--- config.mk ---
export PLATFORM = sky130hd
export DESIGN_NAME = unary_bin_dec_flat
export DESIGN_NICKNAME = d
export VERILOG_FILES = /design/src/rtl/unary_bin_dec_pkg.sv /design/src/rtl/unary_bin_dec_if.sv /design/src/rtl/unary_win_cnt.sv /design/src/rtl/unary_bin_dec.sv /design/src/flat_wrapper.sv
export SDC_FILE = /design/constraint.sdc
export NUM_CORES = 1
export LEC_CHECK = 0
export BUFFER_PORTS_ARGS = -buffer_cell sky130_fd_sc_hd__buf_2
export CAP_MARGIN = 20
export CORE_MARGIN = 2
export CORE_UTILIZATION = 35
export CTS_CLUSTER_SIZE = 10
export DETAILED_ROUTE_END_ITERATION = 12
export GPL_TIMING_DRIVEN = 0
export PLACE_DENSITY = 0.52
export SETUP_SLACK_MARGIN = 0.05
export SYNTH_ARGS = -nofsm -noshare
export SYNTH_HDL_FRONTEND = slang
export SYNTH_HIERARCHICAL = 1
export SYNTH_SLANG_ARGS = --single-unit
--- constraint.sdc ---
create_clock -name iClk -period 2 [get_ports iClk]
set_input_delay 0.2 -clock iClk [delete_from_list [all_inputs] [get_ports iClk]]
set_output_delay 0.2 -clock iClk [all_outputs]
set_load 0.01 [all_outputs]
--- src/rtl/unary_bin_dec_pkg.sv ---
// Shared types and helpers for the unary-stream datapath.
package unary_pkg;

  typedef enum logic [1:0] {
    IDLE,
    ACCUM,
    DONE
  } decState_e;

  // An all-ones window counts exactly 2^winLog, one past what bitWidth bits
  // can hold after the shift, so it clips to the maximum code.
  function automatic logic [31:0] scaleDown(input logic [31:0] ones,
                                            input int unsigned winLog,
                                            input int unsigned bitWidth);
    logic [31:0] full;
    logic [31:0] maxOut;
    full   = 32'd1 << winLog;
    maxOut = (32'd1 << bitWidth) - 32'd1;
    if (ones >= full) return maxOut;
    return ones >> (winLog - bitWidth);
  endfunction

endpackage

--- src/rtl/unary_bin_dec_if.sv ---
// Control, bitstream and result signals of the unary-to-binary decoder.
interface unary_bin_dec_if #(
  parameter int unsigned BITWIDTH = 8
);
  logic                iStart;
  logic                iEn;
  logic                iClr;
  logic                iBit;
  logic [BITWIDTH-1:0] oValue;
  logic                oValid;
  logic                oBusy;

  modport master (
    output iStart, iEn, iClr, iBit,
    input  oValue, oValid, oBusy
  );

  modport slave (
    input  iStart, iEn, iClr, iBit,
    output oValue, oValid, oBusy
  );
endinterface

--- src/rtl/unary_win_cnt.sv ---
// Enable-gated window counter with synchronous clear; flags the final sample.
module unary_win_cnt #(
  parameter int unsigned WINLOG = 8
) (
  input  logic iClk,
  input  logic iRstN,
  input  logic iClr,
  input  logic iEn,
  output logic oLast
);

  logic [WINLOG-1:0] win;

  always_ff @(posedge iClk or negedge iRstN) begin
    if (!iRstN) begin
      win <= '0;
    end else if (iClr) begin
      win <= '0;
    end else if (iEn) begin
      win <= win + WINLOG'(1);
    end
  end

  assign oLast = iEn && (win == '1);

endmodule

--- src/rtl/unary_bin_dec.sv ---
// Counts '1' samples of a unary stream over 2^WINLOG enabled cycles and
// returns the scaled binary magnitude with a one-cycle valid pulse.
module unary_bin_dec
  import unary_pkg::*;
#(
  parameter int unsigned BITWIDTH = 8,
  parameter int unsigned WINLOG   = 8
) (
  input logic           iClk,
  input logic           iRstN,
  unary_bin_dec_if.slave bus
);

  decState_e   state;
  decState_e   nextState;
  logic [WINLOG:0] ones;
  logic        startWin;
  logic        winEn;
  logic        winClr;
  logic        winLast;

  // A window opens from IDLE or straight out of DONE; iClr overrides it.
  assign startWin = bus.iStart && !bus.iClr && (state != ACCUM);
  assign winEn    = (state == ACCUM) && bus.iEn;
  assign winClr   = bus.iClr || startWin;

  unary_win_cnt #(
    .WINLOG(WINLOG)
  ) uWinCnt (
    .iClk (iClk),
    .iRstN(iRstN),
    .iClr (winClr),
    .iEn  (winEn),
    .oLast(winLast)
  );

  always_ff @(posedge iClk or negedge iRstN) begin
    if (!iRstN) begin
      state <= IDLE;
    end else begin
      state <= nextState;
    end
  end

  always_comb begin
    nextState = state;
    case (state)
      IDLE:    if (bus.iStart) nextState = ACCUM;
      ACCUM:   if (winLast) nextState = DONE;
      DONE:    nextState = bus.iStart ? ACCUM : IDLE;
      default: nextState = IDLE;
    endcase
    if (bus.iClr) nextState = IDLE;
  end

  always_ff @(posedge iClk or negedge iRstN) begin
    if (!iRstN) begin
      ones <= '0;
    end else if (bus.iClr || startWin) begin
      ones <= '0;
    end else if (winEn) begin
      ones <= ones + (WINLOG+1)'(bus.iBit);
    end
  end

  always_ff @(posedge iClk or negedge iRstN) begin
    if (!iRstN) begin
      bus.oValue <= '0;
      bus.oValid <= 1'b0;
    end else if (bus.iClr) begin
      bus.oValue <= '0;
      bus.oValid <= 1'b0;
    end else begin
      bus.oValid <= (state == DONE);
      if (state == DONE) begin
        bus.oValue <= BITWIDTH'(scaleDown(32'(ones), WINLOG, BITWIDTH));
      end
    end
  end

  assign bus.oBusy = (state == ACCUM);

endmodule

--- src/flat_wrapper.sv ---
// flat-port wrapper written by rule: the top's interface ports become plain ports
module unary_bin_dec_flat import unary_pkg::*;
#(
  parameter int unsigned BITWIDTH = 8,
  parameter int unsigned WINLOG   = 8
)
  (iClk, iRstN, bus_iStart, bus_iEn, bus_iClr, bus_iBit, bus_oValue, bus_oValid, bus_oBusy);
  unary_bin_dec_if #(.BITWIDTH(BITWIDTH)) bus_i ();
  input logic iClk;
  input logic iRstN;
  input wire logic [$bits(bus_i.iStart)-1:0] bus_iStart;
  input wire logic [$bits(bus_i.iEn)-1:0] bus_iEn;
  input wire logic [$bits(bus_i.iClr)-1:0] bus_iClr;
  input wire logic [$bits(bus_i.iBit)-1:0] bus_iBit;
  output wire logic [$bits(bus_i.oValue)-1:0] bus_oValue;
  output wire logic [$bits(bus_i.oValid)-1:0] bus_oValid;
  output wire logic [$bits(bus_i.oBusy)-1:0] bus_oBusy;
  assign bus_i.iStart = bus_iStart;
  assign bus_i.iEn = bus_iEn;
  assign bus_i.iClr = bus_iClr;
  assign bus_i.iBit = bus_iBit;
  assign bus_oValue = bus_i.oValue;
  assign bus_oValid = bus_i.oValid;
  assign bus_oBusy = bus_i.oBusy;
  unary_bin_dec #(.BITWIDTH(BITWIDTH), .WINLOG(WINLOG)) u_core (.iClk(iClk), .iRstN(iRstN), .bus(bus_i));
endmodule
==> results.cfg, run 1 <==
[status]
status = complete, no violations

[global_routing]
grt_pass1_wl_um = 4400
grt_util_met3_pct = 2.56
antenna_found_initial = 0
grt_util_met1_pct = 17.3
grt_use_total_pct = 13.2
grt_use_met2_pct = 21.1
grt_max_degree = 29
grt_overflow_total = 0
first_global_vias = 1017
busiest_layer = met2

[placement]
globalplace.congestion = 0.759
postPlaceCellArea_um2 = 1480
dp_hpwl_um = 1850
dp.cells = 198
port_buffers = 14

[timing]
slew_headroom_pct = 59.5
fin_tns_setup_ns = 0
finalSetupViolations = 0
drv_slew = 0
fin_crit_ns = 1.69
finalClockSkew_ns = 0.00479
rsz0062_at_grt = false
worstMarginPinSlew_ns = 0.608
period_share_pct = 84.3
max_freq_mhz = 593
final_hold_viol_count = 0

[routing]
drt_iter0_drc = 29
wirelength_um = 2480
via_per_inst = 4.95
firstDrtPassIters = 4
vias = 999
drc = 0
routedWlPerCell_um = 12.3
ant_nets = 0

[synth]
synth.distinct_cells = 34
async_flop_share_pct = 100
syn_nets = 145
synth-compound-area-share_pct = 13.4
synth_seq_cells = 28
synth_xor_xnor_area_share_pct = 3.24
yosysWarnings = 6
yosys.area_share.simple_pct = 23.5
synthTopCellsByArea = dfrtp_1 (52%), nor2_1 (6.4%), a211oi_1 (4.4%)
synth_top_area_cell = dfrtp_1
synth_seq_area_share_pct = 51.9
synth.avg_cell_area_um2 = 9.93
synth_edf_count = 0
synth_top_family_by_area = simple AND/OR/NAND/NOR gates
muxShareOfSynthArea_pct = 0.741
synth_top_area_share_pct = 51.9
synthCells = 136
netlist_area_um2 = 1350
synth_ff_type = dfrtp_1
synth_adder_area_share_pct = 2.78

[cells_and_area]
final_util_pct = 41.6
drive_gt1_share_pct = 17.5
n_antenna_cell = 0
layout.cells.non_filler = 202
area_delta_synth_final_pct = 13.7
final.fill_count = 393
nets = 165
design_area_um2 = 1540

[clocking]
clock-sinks = 28
clk_pin_slew_ns = 0.09
ctsHtreeMaxLevel = 1
cts_tree = yes
clockBufferDepth = 2
post_cts_buffers = 0
clk-insertion-delay-late_ns = 0.27
root_buffer = clkbuf_8
cts_made_buffers = 3

[power_and_ir_drop]
vdd_drop_max_uv = 201
pwr-share-clk_pct = 32.1
switching_share_pct = 22.0
p_total_mw = 0.923
leakage_nw = 0.697
power_frac_comb_pct = 5.8
p_per_area_nw_per_um2 = 601
p_int_mw = 0.720
p_switching_mw = 0.203
pwr-share-seq_pct = 62.1

[setup_path]
crit_required_ns = 2.15
crit_type = reg2reg
critical_path.max_fanout = 10
endpoint_kind = flop
worstPathArrival_ns = 1.84
crit_path_start_kind = flop
rrSetupSlack_ns = 0.31

[floorplanning]
die_y_um = 66.1
initial_core_util_pct = 36.6
die_area_um2 = 4370
dieWidth_um = 66.1
pin_count = 16
core_area_um2 = 3690
row_count = 22

[hold_path]
min_path_type = in2reg

[run]
drv_cap = 0
registers in the layout (all words and copies together) (netlist names):
name                count
u_core/bus.oValid       1
u_core/uWinCnt/win      8
u_core/state            2
u_core/ones             9
u_core/bus.oValue       8
per-stage QoR:
step                setup WS [ns]  hold slack, ns
global placement            0.103           0.250
finish                      0.313           0.246
detailed placement         0.0744           0.256
global route                0.118           0.260
floorplan                   0.456         -0.0956
CTS                        0.0617           0.244
critical path, cell delays in order, from the launching register on:
cell     delay (ns)
dfrtp_1        0.45
or2b_1         0.20
inv_1          0.10
o21ai_2        0.37
buf_1          0.36
nor2_1         0.09
per-layer routing:
layer / routed length, um / share of wire [%]
met1: 1290 / 52
met2: 1050 / 43
met5: 0 / 0
met4: 35 / 1.4
met3: 96 / 3.9
final cells by class:
cell class                      count  area, um2  area share, %
Clock buffer                        3       41.3           2.69
Timing Repair Buffer               15       80.1           5.22
Multi-Input combinational cell     96        594           38.7
Buffer                              7       40.0           2.61
Tap cell                           48       60.1           3.91
Sequential cell                    28        701           45.6
Inverter                            5       18.8           1.22
synth_stat cells (3+ instances only):
| master | number |
|---|---|
| inv_1 | 5 |
| nand3_1 | 4 |
| xor2_1 | 4 |
| ha_1 | 3 |
| a21oi_1 | 11 |
| nand4_1 | 4 |
| o21ai_0 | 6 |
| o31ai_1 | 3 |
| nor2_1 | 23 |
| or4_1 | 3 |
| or3_1 | 4 |
| a211oi_1 | 8 |
| nand2_1 | 7 |
| dfrtp_1 | 28 |
placed cells by master, fill, tap and decap left out, drive strengths merged:
cell / synthesis / final
a211oi: 8 / 8
nand2: 7 / 7
nand3: 4 / 4
dlygate4sd3: 0 / 1
or4: 3 / 3
inv: 5 / 5
or2b: 1 / 1
dfrtp: 28 / 28
nor2: 23 / 23
o21ai: 7 / 7
or3: 6 / 6
buf: 6 / 20
a21oi: 11 / 11
nand4b: 2 / 2
xor2: 4 / 4
and3: 1 / 1
mux2i: 1 / 1
o31ai: 3 / 3
xnor2: 1 / 1
nand4: 6 / 6
o22a: 1 / 1
and2: 1 / 1
ha: 3 / 3
and2b: 1 / 1
clkbuf: 1 / 4
nand3b: 1 / 1
nor3: 1 / 1
worst paths after layout:
kind	from	to	depth (start not counted)
setup / recovery	u_core/state[0]	u_core/uWinCnt/win[0]	5
hold / removal	bus_iEn	u_core/ones[0]	3
setup reg to reg	u_core/state[0]	u_core/uWinCnt/win[0]	5
hold reg to reg	u_core/uWinCnt/win[7]	u_core/uWinCnt/win[7]	2
max in group asynchronous	iRstN	u_core/ones[2]	2
min in group asynchronous	iRstN	u_core/uWinCnt/win[0]	2
power by group through the flow:
stage	logic [mW]	registers, mW	clock network (mW)
final	0.0534	0.573	0.297
after global routing	0.0628	0.574	0.333
after CTS	0.0546	0.574	0.312
after detailed placement	0.0530	0.585	0
after global placement	0.0517	0.585	0
after floorplan	0.0269	0.584	0
cells by family after synthesis:
family / count (synthesis)
AOI/OAI and AO/OA: 30
buffers and inverters: 12
muxes: 1
and+or+nand+nor: 57
xor gates and xnor gates: 5
adders and majority gates: 3
DFF: 28
what timing repair did:
action	CTS	global route
hold buffers	1	0
gates resized for setup	0	1
setup endpoints to repair	0	8
endpoints found under the hold margin	28	0
Power figures use the tool's default switching activity.
==> run 2, diff against run 1 <==
==> constraint.sdc (replaced) <==
create_clock -name iClk -period 1.6 [get_ports iClk]
set_input_delay 0.16 -clock iClk [delete_from_list [all_inputs] [get_ports iClk]]
set_output_delay 0.16 -clock iClk [all_outputs]
set_load 0.01 [all_outputs]
==> run 2 against run 1 <==
Against the previous run:
- die area stayed put
- routed wire length increased by 4.9%
- critical path depth decreased by 1
- core utilization is 3.2 points higher
- total power grew 27%
- non-clock buffer count up 7
- hold slack got worse by 0.043 ns
- final cell count increased by 3.5%
- sequential share of layout area fell by 3.2 points
- maximum frequency is 9.0% higher
- register-to-register slack got worse by 0.26 ns
- first-iteration DRC count down 34%
==> results.cfg, run 2 (synthesis gave the netlist of run 1 again) <==
[setup_path]
rrSetupSlack_ns = 0.05
path_buf_inv = 1
crit_type = reg2reg
cp_slowest_cell = or4_1
timing.rr.start = u_core/state[1]
crit_chain = nand4b_2 -> buf_6 -> or4_1 -> a21oi_1
critical_path.max_fanout = 10
endpoint_kind = flop
rr_endpoint = u_core/ones[8]
critical-path-top-delay-family = simple AND/OR/NAND/NOR gates
crit_path_start_kind = flop
reg2regPathDepth = 4
max_stage_delay_ns = 0.49
worstPathArrival_ns = 1.75
crit_required_ns = 1.80

[power_and_ir_drop]
vdd_drop_max_uv = 266
leakage_nw = 0.749
p_per_area_nw_per_um2 = 710

[timing]
worstMarginPinSlew_ns = 0.617
period_share_pct = 96.7
rsz0062_at_grt = true
max_freq_mhz = 646
hold_slack_ns = 0.203
slew_headroom_pct = 58.9
fin_crit_ns = 1.55
drv_slew = 0
finalSetupViolations = 0
finalClockSkew_ns = 0.00345
final_hold_viol_count = 0
fin_ws_ns = 0.0529

[global_routing]
grt_use_total_pct = 13.3
grt_max_degree = 29
grt_overflow_total = 0
first_global_vias = 1032
grt_pass1_wl_um = 4440
antenna_found_initial = 0

[run]
drv_cap = 0

[routing]
drc = 0
vias = 1037
ant_nets = 0
drt_iter0_drc = 19
firstDrtPassIters = 3
routedWlPerCell_um = 12.4
wirelength_um = 2600
via_per_inst = 4.96

[cells_and_area]
area_delta_synth_final_pct = 22.4
top_regs = u_core/ones x9, u_core/bus.oValue x8, u_core/uWinCnt/win x8
final_common_cell = dfrtp_1
regMostFlops = u_core/ones
final.fill_count = 380
nets = 172
drive_gt1_share_pct = 28.6
n_antenna_cell = 0
mostFrequentLayoutCells = dfrtp_1 (28), nor2_1 (23), buf_2 (17)
final_util_pct = 44.8
largest_reg_flops = 9

[hold_path]
hold_end = u_core/ones[0]
min_path_cells = 3
hp-start = bus_iEn
min_path_type = in2reg

[clocking]
clock-sinks = 28
cts_made_buffers = 3
clockBufferDepth = 2
cts_tree = yes
clk-insertion-delay-late_ns = 0.27
clk_pin_slew_ns = 0.09
root_buffer = clkbuf_8
ctsHtreeMaxLevel = 1

[floorplanning]
die_area_um2 = 4370
dieWidth_um = 66.1
die_y_um = 66.1
core_area_um2 = 3690
pin_count = 16
row_count = 22
initial_core_util_pct = 36.6

[placement]
port_buffers = 14
place_ws_ns = -0.326
dp_hpwl_um = 1850
globalplace.congestion = 0.759

[status]
status = complete, no violations
-- run 2: power breakdown --
| group | switching [mW] | internal (mW) | leakage [nW] |
|---|---|---|---|
| clock | 0.204 | 0.169 | 0.0216 |
| combinational | 0.0523 | 0.0318 | 0.337 |
| sequential | 0.00564 | 0.711 | 0.390 |
-- run 2: timing repair --
action / 4_1_cts / 5_1_grt
endpoints found under the hold margin: 28 / 0
resized for setup: 6 / 11
pin swaps: 0 / 5
endpoints found under the setup margin: 18 / 13
buffers inserted: 2 / 5
hold buffers: 1 / 0
-- run 2: tightest hold or removal path, delay by kind of cell --
family / cells / cell delay (ns)
buffers and inverters: 1 / 0.14
and+or+nand+nor: 1 / 0.09
AOI/OAI and AO/OA: 1 / 0.05
-- run 2: metrics by stage --
step | instances | setup TNS [ns] | total power, mW | cell area, um2
3_5_place_dp | 198 | -2.52 | 0.797 | 1480
3_3_place_gp | 198 | -2.31 | 0.795 | 1480
6_report | 209 | 0 | 1.17 | 1650
4_1_cts | 204 | 0 | 1.18 | 1570
5_1_grt | 209 | -0.0400 | 1.23 | 1650
2_1_floorplan | 136 | 0 | 0.763 | 1350
-- run 2: how the worst max path moves through the flow --
stage	slack [ns]	depth (start not counted)	start	endpoint
after floorplan	0.06	5	u_core/state[0]	u_core/uWinCnt/win[0]
after global placement	-0.30	5	u_core/state[0]	u_core/uWinCnt/win[1]
after detailed placement	-0.33	5	u_core/state[0]	u_core/uWinCnt/win[0]
after CTS	0.05	6	u_core/state[1]	u_core/uWinCnt/win[6]
after global routing	-0.02	6	u_core/state[1]	u_core/uWinCnt/win[5]
final	0.05	4	u_core/state[1]	u_core/ones[8]
-- run 2: per-layer routing --
| layer | GRT usage [%] | wire length [um] | vias to the layer above |
|---|---|---|---|
| met2 | 21.6 | 1150 | 15 |
| met3 | 2.56 | 98 | 4 |
| li1 | - | - | 533 |
| met1 | 17.2 | 1320 | 485 |
| met4 | 5.36 | 39 | 0 |
| met5 | 0 | 0 | - |
-- run 2: layout make-up --
class | count | area (um2) | area share [%]
multi-input combinational | 96 | 654 | 39.6
inverter | 5 | 18.8 | 1.14
clock buffer | 3 | 41.3 | 2.50
tap | 48 | 60.1 | 3.63
buffer | 7 | 45.0 | 2.73
timing repair buffer | 22 | 133 | 8.02
sequential | 28 | 701 | 42.4
